<file path="config.mk">
export PLATFORM = sky130hd
export DESIGN_NAME = score_keeper
export DESIGN_NICKNAME = d
export VERILOG_FILES = /design/src/rtl/score_keeper_pkg.sv /design/src/rtl/score_keeper_bcd_digit_inc.sv /design/src/rtl/score_keeper.sv
export SDC_FILE = /design/constraint.sdc
export NUM_CORES = 1
export LEC_CHECK = 0
export BUFFER_PORTS_ARGS = -buffer_cell sky130_fd_sc_hd__buf_2
export CAP_MARGIN = 10
export CELL_PAD_IN_SITES_DETAIL_PLACEMENT = 2
export CELL_PAD_IN_SITES_GLOBAL_PLACEMENT = 2
export CORE_MARGIN = 2
export CORE_UTILIZATION = 33
export CTS_BUF_LIST = sky130_fd_sc_hd__clkbuf_8 sky130_fd_sc_hd__clkbuf_16
export CTS_CLUSTER_SIZE = 28
export DETAILED_ROUTE_END_ITERATION = 12
export PLACE_DENSITY = 0.85
export SLEW_MARGIN = 20
export SYNTH_ARGS = -nofsm -noshare
export SYNTH_HDL_FRONTEND = slang
export SYNTH_SLANG_ARGS = --single-unit
</file>
<file path="constraint.sdc">
create_clock -name CLOCK_25 -period 7.2 [get_ports CLOCK_25]
set_input_delay 0.72 -clock CLOCK_25 [delete_from_list [all_inputs] [get_ports CLOCK_25]]
set_output_delay 0.72 -clock CLOCK_25 [all_outputs]
set_load 0.01 [all_outputs]
</file>
<file path="src/rtl/score_keeper_pkg.sv">
`default_nettype none
// ============================================================================
//  Module      : score_keeper_pkg
//  Description : Shared definitions for the score_keeper block: FSM state
//                encodings, BCD digit width and the saturated score value.
//  Revision    : 1.0  initial release
// ============================================================================
package score_keeper_pkg;

    // Width of one packed-BCD digit.
    localparam int BCD_W = 4;

    // Largest legal value of a single BCD digit.
    localparam logic [BCD_W-1:0] BCD_NINE = 4'd9;

    // Digit-serial incrementer FSM encodings.
    localparam logic [0:0] ST_IDLE = 1'b0;
    localparam logic [0:0] ST_INC  = 1'b1;

    // Saturated score for the default five-digit display.
    localparam logic [19:0] SCORE_MAX_BCD = 20'h99999;

endpackage : score_keeper_pkg
`default_nettype wire

</file>
<file path="src/rtl/score_keeper_bcd_digit_inc.sv">
`default_nettype none
// ============================================================================
//  Module      : bcd_digit_inc
//  Description : Combinational single-digit BCD incrementer.
//                i_digit : current BCD digit
//                o_digit : i_digit + 1, wrapping 9 -> 0
//                o_carry : high when the digit wrapped
//  Revision    : 1.0  initial release
// ============================================================================
module bcd_digit_inc
    import score_keeper_pkg::*;
(
    input  logic [BCD_W-1:0] i_digit,
    output logic [BCD_W-1:0] o_digit,
    output logic             o_carry
);

    // Codes above 9 never occur, but treating them as a carry keeps a
    // corrupted digit from walking through the invalid range.
    assign o_carry = (i_digit >= BCD_NINE);
    assign o_digit = o_carry ? '0 : i_digit + BCD_W'(1);

endmodule : bcd_digit_inc
`default_nettype wire

</file>
<file path="src/rtl/score_keeper.sv">
`default_nettype none
// ============================================================================
//  Module      : score_keeper
//  Description : Scoring stage between the lane pattern instances and the
//                7-segment driver. Converts per-lane hit/miss rising edges
//                into a saturating packed-BCD score, a combo counter and a
//                score multiplier. Points are credited one at a time by a
//                digit-serial BCD incrementer.
//  Ports       : CLOCK_25    - system clock
//                reset       - asynchronous active-high reset
//                ponto       - per-lane hit levels (rising edge = one hit)
//                erro        - per-lane miss levels (rising edge = one miss)
//                fim_de_jogo - game over, new events ignored while high
//                display     - packed BCD score, digit 0 in bits [3:0]
//                combo       - consecutive hit count, saturates at 255
//                multiplier  - current multiplier, 1..MAX_MULT
//                busy        - points pending or incrementer active
//  Revision    : 1.0  initial release
// ============================================================================
module score_keeper
    import score_keeper_pkg::*;
#(
    parameter int LANES      = 8,
    parameter int DIGITS     = 5,
    parameter int MAX_MULT   = 4,
    parameter int COMBO_STEP = 10
)(
    input  logic                      CLOCK_25,
    input  logic                      reset,
    input  logic [LANES-1:0]          ponto,
    input  logic [LANES-1:0]          erro,
    input  logic                      fim_de_jogo,
    output logic [BCD_W*DIGITS-1:0]   display,
    output logic [7:0]                combo,
    output logic [2:0]                multiplier,
    output logic                      busy
);

    localparam int CNT_W = $clog2(LANES + 1);
    localparam int IDX_W = (DIGITS > 1) ? $clog2(DIGITS) : 1;
    localparam int SUM_W = 16;

    localparam logic [IDX_W-1:0] c_last_idx = IDX_W'(DIGITS - 1);
    localparam logic [7:0]       c_sat      = 8'hFF;

    function automatic logic [CNT_W-1:0] popcount(input logic [LANES-1:0] v);
        logic [CNT_W-1:0] n;
        n = '0;
        for (int i = 0; i < LANES; i++) begin
            n = n + CNT_W'(v[i]);
        end
        return n;
    endfunction

    // ------------------------------------------------------------------
    // State
    // ------------------------------------------------------------------
    logic [LANES-1:0]                r_ponto_q;
    logic [LANES-1:0]                r_erro_q;
    logic [7:0]                      r_pend;
    logic [7:0]                      r_combo;
    logic [0:0]                      r_state;
    logic [IDX_W-1:0]                r_idx;
    logic [DIGITS-1:0][BCD_W-1:0]    r_digits;

    // ------------------------------------------------------------------
    // Combinational
    // ------------------------------------------------------------------
    logic [LANES-1:0]   w_hit_v;
    logic [LANES-1:0]   w_miss_v;
    logic [CNT_W-1:0]   w_nh;
    logic [CNT_W-1:0]   w_nm;
    logic [7:0]         w_quot;
    logic [2:0]         w_mult;
    logic [BCD_W-1:0]   w_cur;
    logic [BCD_W-1:0]   w_next;
    logic               w_carry;
    logic [DIGITS-1:0]  w_nines;
    logic               w_all_nines;
    logic               w_saturate;
    logic               w_dec;
    logic [SUM_W-1:0]   w_pend_sum;
    logic [7:0]         w_pend_nxt;
    logic [8:0]         w_combo_sum;
    logic [7:0]         w_combo_nxt;

    // Edge registers keep tracking during game over so that a level raised
    // while fim_de_jogo is high never produces a late edge.
    assign w_hit_v  = ponto & ~r_ponto_q;
    assign w_miss_v = erro  & ~r_erro_q;
    assign w_nh     = fim_de_jogo ? '0 : popcount(w_hit_v);
    assign w_nm     = fim_de_jogo ? '0 : popcount(w_miss_v);

    assign w_quot = 8'(32'(r_combo) / COMBO_STEP);
    assign w_mult = (w_quot >= 8'(MAX_MULT - 1)) ? 3'(MAX_MULT)
                                                  : 3'(w_quot) + 3'd1;

    // Select the digit currently being incremented.
    always_comb begin
        w_cur = r_digits[0];
        for (int i = 1; i < DIGITS; i++) begin
            if (r_idx == IDX_W'(i)) begin
                w_cur = r_digits[i];
            end
        end
    end

    bcd_digit_inc u_digit_inc (
        .i_digit (w_cur),
        .o_digit (w_next),
        .o_carry (w_carry)
    );

    generate
        for (genvar g = 0; g < DIGITS; g++) begin : g_nines
            assign w_nines[g] = (r_digits[g] == BCD_NINE);
        end
    endgenerate

    assign w_all_nines = &w_nines;

    // A full score drops all pending points instead of wrapping.
    assign w_saturate = (r_state == ST_IDLE) && (r_pend != 8'd0) && w_all_nines;

    // One point is retired when the incrementer finishes without a carry.
    assign w_dec = (r_state == ST_INC) && !w_carry;

    // Additions and the retired point are netted into a single update.
    assign w_pend_sum = SUM_W'(r_pend) + SUM_W'(w_nh) * SUM_W'(w_mult)
                      - SUM_W'(w_dec);

    always_comb begin
        w_pend_nxt = w_pend_sum[7:0];
        if (w_saturate) begin
            w_pend_nxt = 8'd0;
        end else if (w_pend_sum > SUM_W'(c_sat)) begin
            w_pend_nxt = c_sat;
        end
    end

    // A miss wins over hits in the same cycle; those hits were already
    // scored at the old multiplier through w_pend_sum.
    assign w_combo_sum = 9'(r_combo) + 9'(w_nh);

    always_comb begin
        w_combo_nxt = w_combo_sum[7:0];
        if (w_nm != '0) begin
            w_combo_nxt = 8'd0;
        end else if (w_combo_sum[8]) begin
            w_combo_nxt = c_sat;
        end
    end

    // ------------------------------------------------------------------
    // Event tracking, pending points and combo
    // ------------------------------------------------------------------
    always_ff @(posedge CLOCK_25 or posedge reset) begin
        if (reset) begin
            r_ponto_q <= '0;
            r_erro_q  <= '0;
            r_pend    <= 8'd0;
            r_combo   <= 8'd0;
        end else begin
            r_ponto_q <= ponto;
            r_erro_q  <= erro;
            r_pend    <= w_pend_nxt;
            r_combo   <= w_combo_nxt;
        end
    end

    // ------------------------------------------------------------------
    // Digit-serial incrementer
    // ------------------------------------------------------------------
    always_ff @(posedge CLOCK_25 or posedge reset) begin
        if (reset) begin
            r_state  <= ST_IDLE;
            r_idx    <= '0;
            r_digits <= '0;
        end else begin
            case (r_state)
                ST_IDLE: begin
                    if ((r_pend != 8'd0) && !w_all_nines) begin
                        r_idx   <= '0;
                        r_state <= ST_INC;
                    end
                end
                ST_INC: begin
                    for (int i = 0; i < DIGITS; i++) begin
                        if (r_idx == IDX_W'(i)) begin
                            r_digits[i] <= w_next;
                        end
                    end
                    if (!w_carry) begin
                        r_state <= ST_IDLE;
                    end else if (r_idx == c_last_idx) begin
                        // Not reachable: an all-nines score never enters INC.
                        r_state <= ST_IDLE;
                    end else begin
                        r_idx <= r_idx + 1'b1;
                    end
                end
                default: begin
                    r_state <= ST_IDLE;
                end
            endcase
        end
    end

    assign display    = r_digits;
    assign combo      = r_combo;
    assign multiplier = w_mult;
    assign busy       = (r_pend != 8'd0) || (r_state != ST_IDLE);

endmodule : score_keeper
`default_nettype wire

</file>
After elaboration in Yosys (flattened, before gate mapping)
Cells that the tools add are included.
{ "totals": {"latchBits": 0, "ram_bits": 0, "word_cells": 90, "inputBits": 19, "output_inout_bits": 32, "mem_bits_ro": 0, "regBits": 56, "memories": 0} }
{ "classes": {"bitwise_logic": 5, "n_mul": 1, "reduce_logical": 17, "magnitude_cmp": 3, "eq_ne": 12, "n_shift": 0, "div": 1, "add_sub_neg": 20, "mux": 20} }
{ "ops": {"columns": ["cell", "count"], "rows": [
  ["$add 4x1->4", 8],
  ["$div 8x4->32 const B", 1],
  ["$mux 8", 4],
  ["$mux 4", 7],
  ["$eq 4x4->1 const B", 5],
  ["$and 8x8->8", 2],
  ["$gt 16x8->1 const B", 1],
  ["$not 8->8", 2],
  ["$mux 3", 4],
  ["$reduce_and 2->1", 5],
  ["$sub 9x1->10", 1],
  ["$add 8x4->9", 1],
  ["$add 8x7->9", 1],
  ["$add 3x1->4", 2],
  ["$ge 8x2->1 const B", 1],
  ["$reduce_bool 8->1", 1],
  ["$mul 4x3->7", 1],
  ["$add 2x1->3", 2],
  ["$add 3x1->3 const B", 2],
  ["$eq 3x2->1 const B", 2],
  ["$pmux 3 s2", 1],
  ["$reduce_and 5->1", 1],
  ["$add 1x1->2", 2],
  ["$add 4x1->4 const B", 1],
  ["other kinds (14)", 21]
]} }

Longest topological paths before layout
{ "depth": {"depth_word": 16, "mapped_depth": 31, "depth_no_buf": 29} }

Cells and area by module
Synthesis repeated with hierarchy kept, for this count alone.
{ "unflattened": {"cells_unflattened": 467, "area_unflattened_um2": 4433.0} }
{ "by_module_without_submodules": {"columns": ["module", "area_per_inst_um2", "cells_each", "n_inst"], "rows": [
  ["score_keeper", 4314.1, 453, 1],
  ["bcd_digit_inc", 118.9, 14, 1]
]} }

Worst setup path after synthesis
OpenSTA, ideal clock, no wires.
{ "synth_timing": {"path_kind": "register to register", "start": "register r_combo[6] (netlist: combo[6])", "end": "register r_pend[3]", "n_path_buf": 1, "synth_period_minus_slack_ns": 7.167, "required_ns": 7.134, "arrival_ns": 7.101, "path_stages_with_launch": 31, "path_slack_ns": 0.033, "cell_sequence": "dfrtp_1 > buf_2 > or2_2 > ha_1 > nor2b_1 > a21oi_1 > or4_4 > nor3_1 > o22ai_1 > a221o_1 > a21o_1 > ha_1 > nor3_1 > nor2b_1 > inv_2 > nor2_1 > nand2_1 > ha_1 > xor2_1 > ha_1 > inv_1 > fa_1 > inv_1 > fa_1 > a21o_1 > a21oi_1 > o21bai_1 > a21o_1 > a21o_1 > a21oi_1 > o21a_1"} }
{ "synth_between": {"elab_chain_cells": 9, "elab_cells_between_ends": 10, "cone_classes": "add/sub: 3; mul: 1; div: 1; order compare: 2; mux: 3"} }
{ "synth_rtl": {"columns": ["element", "line_no", "rtl"], "rows": [
  ["start: declaration", "score_keeper.sv:61", "logic [7:0] r_combo;"],
  ["start signal: assignment", "score_keeper.sv:167", "r_combo <= w_combo_nxt;"],
  ["$div 8x4->32 (*)", "score_keeper.sv:94", "assign w_quot = 8'(32'(r_combo) / COMBO_STEP);"],
  ["$ge 8x2->1 / $add 3x1->3 (equally long branches)", "score_keeper.sv:95, score_keeper.sv:96", null],
  ["$mux 3 (*)", "score_keeper.sv:95", "assign w_mult = (w_quot >= 8'(MAX_MULT - 1)) ? 3'(MAX_MULT)"],
  ["named net multiplier[2]", "score_keeper.sv:35", "output logic [2:0] multiplier,"],
  ["$mul 4x3->7 (*)", "score_keeper.sv:129", "assign w_pend_sum = SUM_W'(r_pend) + SUM_W'(w_nh) * SUM_W'(w_mult)"],
  ["$add 8x7->9 (*)", "score_keeper.sv:129", null],
  ["$sub 9x1->10 (*)", "score_keeper.sv:130", "- SUM_W'(w_dec);"],
  ["$gt 16x8->1", "score_keeper.sv:136", "end else if (w_pend_sum > SUM_W'(c_sat)) begin"],
  ["$mux 8 (*)", "score_keeper.sv:136", null],
  ["$mux 8 (*)", "score_keeper.sv:134", "if (w_saturate) begin"],
  ["named net w_pend_nxt[3]", "score_keeper.sv:83", "logic [7:0] w_pend_nxt;"],
  ["end signal: assignment", "score_keeper.sv:166", "r_pend <= w_pend_nxt;"],
  ["end: declaration", "score_keeper.sv:60", "logic [7:0] r_pend;"]
]} }
The timed path passes the listed nets; every way through them passes the cells marked *.
A chain may end at the register's enable or synchronous reset.

Worst setup path in the final report
{ "layout_timing": {"start": "register r_combo[5] (netlist: combo[5])", "end": "register r_pend[2]"} }
{ "layout_between": {"elab_chain_cells": 9, "elab_cells_between_ends": 10, "cone_classes": "add/sub: 3; mul: 1; div: 1; order compare: 2; mux: 3"} }
{ "layout_rtl": {"columns": ["element", "line_no"], "rows": [
  ["$div 8x4->32 (*)", "score_keeper.sv:94"],
  ["$ge 8x2->1 / $add 3x1->3 (equally long branches)", "score_keeper.sv:95, score_keeper.sv:96"],
  ["$mux 3 (*)", "score_keeper.sv:95"],
  ["$mul 4x3->7 (*)", "score_keeper.sv:129"],
  ["$add 8x7->9 (*)", "score_keeper.sv:129"],
  ["$sub 9x1->10 (*)", "score_keeper.sv:130"],
  ["$gt 16x8->1", "score_keeper.sv:136"],
  ["$mux 8 (*)", "score_keeper.sv:136"],
  ["$mux 8 (*)", "score_keeper.sv:134"],
  ["named net w_pend_nxt[2]", "score_keeper.sv:83"]
]} }
Marked as above.

==> out/results.txt <==
share of cells above drive strength 1 -> 0.1985
drc violations -> 0
Sw Ratio -> 0.4484
prevailing post-synth register cell -> dfrtp_1
CTS H-tree depth -> 2
IO Pins -> 51
Antenna Nets Post-Route -> 0
initial core utilization -> 0.3359
vias in the first global route -> 4133
Worst VDD drop -> 217.3 uV
Leak -> 2.434 nW
vias post-DR -> 3617
DRT Pass-1 Iters -> 4
Synth Area in Compound Gates -> 0.1708
Synth top area share -> 0.3333
largest net degree at the start of global routing -> 57
Synth Area in Adders -> 0.1923
# setup viols final -> 0
GRT busiest layer -> met2
final WL -> 13020 um
CTS tree -> built
period utilization -> 0.9594
xor/xnor cell area share of the yosys netlist -> 0.02500
CTS max path bufs -> 2
minimum clock period -> 6908 ps
first-pass GRT wire length -> 20960 um
CTS Buf Count -> 5
CP Data Arrival Time -> 7140 ps
post-DR vias/cell -> 5.197
multiplexer share of the synthesized area -> 0.01250
outcome -> finished, final reports clean
Die Width -> 116.9 um
Syn-to-layout area delta -> 18.18%
yosys synthesis warning count -> 0
# Max-Cap Violations -> 0
P per Cell Area -> 339.4 mW/mm^2
Logic pwr share -> 0.575
hold_ws -> 533.3 ps
Least-Margin Pin Slew -> 736.6 ps
Reg clk slew, reported paths -> 70 ps
GRT overflow -> 0
Worst Skew -> 4.225 ps
crit path max fanout -> 8
DRT iter0 DRCs -> 89
Netlist cell types -> 62
grt met1 use -> 0.2302
synth top area cells -> dfrtp_1 33%, ha_1 12%, fa_1 7.6%
asr flop ratio synth -> 1.000
Synth Cell Area -> 0.004204 sq mm
die area -> 0.01366 sq mm
Worst setup EP type -> flop
routed length per placed instance -> 18.70 um
Total GRT Usage -> 0.1972
Net Sw Power -> 0.0007561 W
HPWL after DPL -> 10120 um
Sequential Power Share -> 0.273
clock power share -> 0.153
Core Box Area -> 0.01252 sq mm
R2R Setup Slk -> 290 ps
die height -> 116.9 um
sequential share of the synthesized area -> 0.3333
number of flops mapped to enable cells by yosys -> 0
Avg Cell Area, Syn -> 9.100 sq um
Yosys top cell by area -> dfrtp_1
simple-gate share of the synthesized area -> 0.2065
kind of critical path -> reg -> reg
routing usage on met2 -> 0.3734
Slew HR -> 0.5079
final net count -> 597
root buf cell -> clkbuf_16
Rows -> 41
Internal -> 0.0009302 W
CP max stage cell -> or4_4
f_max -> 144.8 MHz
HP Class -> in -> reg
Fin Setup TNS -> 0 ps
PortBufs -> 50
delay of the slowest critical-path stage -> 580 ps
CP Launch Type -> flop
met3 usage -> 0.02935
worst skew pair latency -> 300 ps
initial antenna violation count -> 0
total power -> 0.001686 W
TritonCTS sink count -> 56
# diodes -> 0
GP Congestion -> 0.7974
CP dominant cell by count -> a21o_1
CP required -> 7430 ps
main combinational cell family by area after synthesis -> simple AND/OR/NAND/NOR gates
Fin. Hold Viols -> 0
Mapped Cells -> 462
synthesized flop and latch total -> 56
Syn Nets -> 536
Slew Limit Fails -> 0
## worst paths after layout
path / startpoint / end / cells past startpoint
setup / recovery: combo[5] / r_pend[2] / 30
hold / removal: erro[2] / r_erro_q[2] / 1
setup reg to reg: combo[5] / r_pend[2] / 30
hold reg to reg: display[3] / display[3] / 2
max in group asynchronous: reset / r_pend[2] / 3
min in group asynchronous: reset / combo[1] / 3
## flip-flops by register name (all words and copies together) (netlist names)
name	flops
display	20
combo	8
r_erro_q	8
r_pend	8
r_ponto_q	8
r_idx	3
r_state	1
## layout make-up
type                       count  area (sq um)
sequential                    56          1401
inverter                      55         206.4
clock inverter                 2         15.01
multi-input combinational    342          2644
fill                        1402          7548
clock buffer                   6         138.9
timing repair buffer          63         347.8
tap                          172         215.2
## layer usage
metal	share of wire	vias to the layer above
li1	-	1695
met1	0.41	1845
met2	0.54	51
met3	0.021	26
met4	0.024	0
met5	0	-
## critical path, delay by kind of cell (launching register included)
family                   cells  cell delay, ps
AO/OA/AOI/OAI               11            2040
XOR/XNOR                     1             200
adder cells (fa/ha/maj)      6            2060
AND/OR/NAND/NOR              7            1600
buffers and inverters        5             540
flip-flops                   1             380
## Yosys cell counts (all sizes together) (2+ instances only)
cell	count
a21o	7
a21oi	23
and2	2
buf	3
clkbuf	6
dfrtp	56
fa	16
ha	39
inv	55
mux2	2
mux2i	3
nand2	51
nand2b	17
nand3	5
nand3b	2
nand4	3
nor2	26
nor2b	19
nor3	11
nor4	6
o21a	14
o21ai	36
o21bai	2
o22ai	3
o311ai	5
o31ai	2
or2	4
or3	3
or3b	4
or4	2
or4b	2
xnor2	5
xor2	7
## cell usage in the layout, fill, tap and decap left out, types with 4 or more instances in the layout
cell	count
nand2b_1	17
nand3_1	5
o21ai_0	35
inv_1	53
xnor2_1	5
fa_1	16
a21oi_1	20
or3b_2	4
nor2_1	25
a21o_1	7
dfrtp_1	56
nor4_1	4
nand2_1	51
o311ai_0	5
clkbuf_16	5
buf_2	50
ha_1	38
buf_4	13
xor2_1	7
nor3_1	7
nor2b_1	16
o21a_1	14
## through the flow
step                utilization  setup slack (ps)  cell area, sq um  cells
finish                   0.3969             292.0              4969    696
global route             0.3969            -73.42              4969    696
CTS                      0.3875            0.3966              4851    691
detailed placement       0.3744            -102.6              4686    683
global placement         0.3744             286.1              4686    683
floorplan                     -             33.07              4204    462
## cell families after synthesis
| logic type | Yosys count |
|---|---|
| AOI/OAI and AO/OA | 109 |
| DFF | 56 |
| muxes | 5 |
| xor gates and xnor gates | 12 |
| buffers and inverters | 64 |
| and+or+nand+nor | 161 |
| adders and majority gates | 55 |
## repair_timing
item,4_1_cts,5_1_grt
hold buffers,0,0
buffers inserted,0,5
pin swaps,0,3
endpoints found under the setup margin,8,8
cloned,0,0
gates resized for setup,3,15
## power groups by stage
stage | registers [W] | clock network [W] | logic (W)
after floorplan | 0.000454 | 0 | 0.000642
after detailed placement | 0.000466 | 0 | 0.000963
after CTS | 0.000461 | 0.000263 | 0.000975
after global placement | 0.000462 | 0 | 0.000870
final | 0.000460 | 0.000258 | 0.000969
after global routing | 0.000470 | 0.000275 | 0.00111
Note: power is estimated with default switching activity, not from simulation.
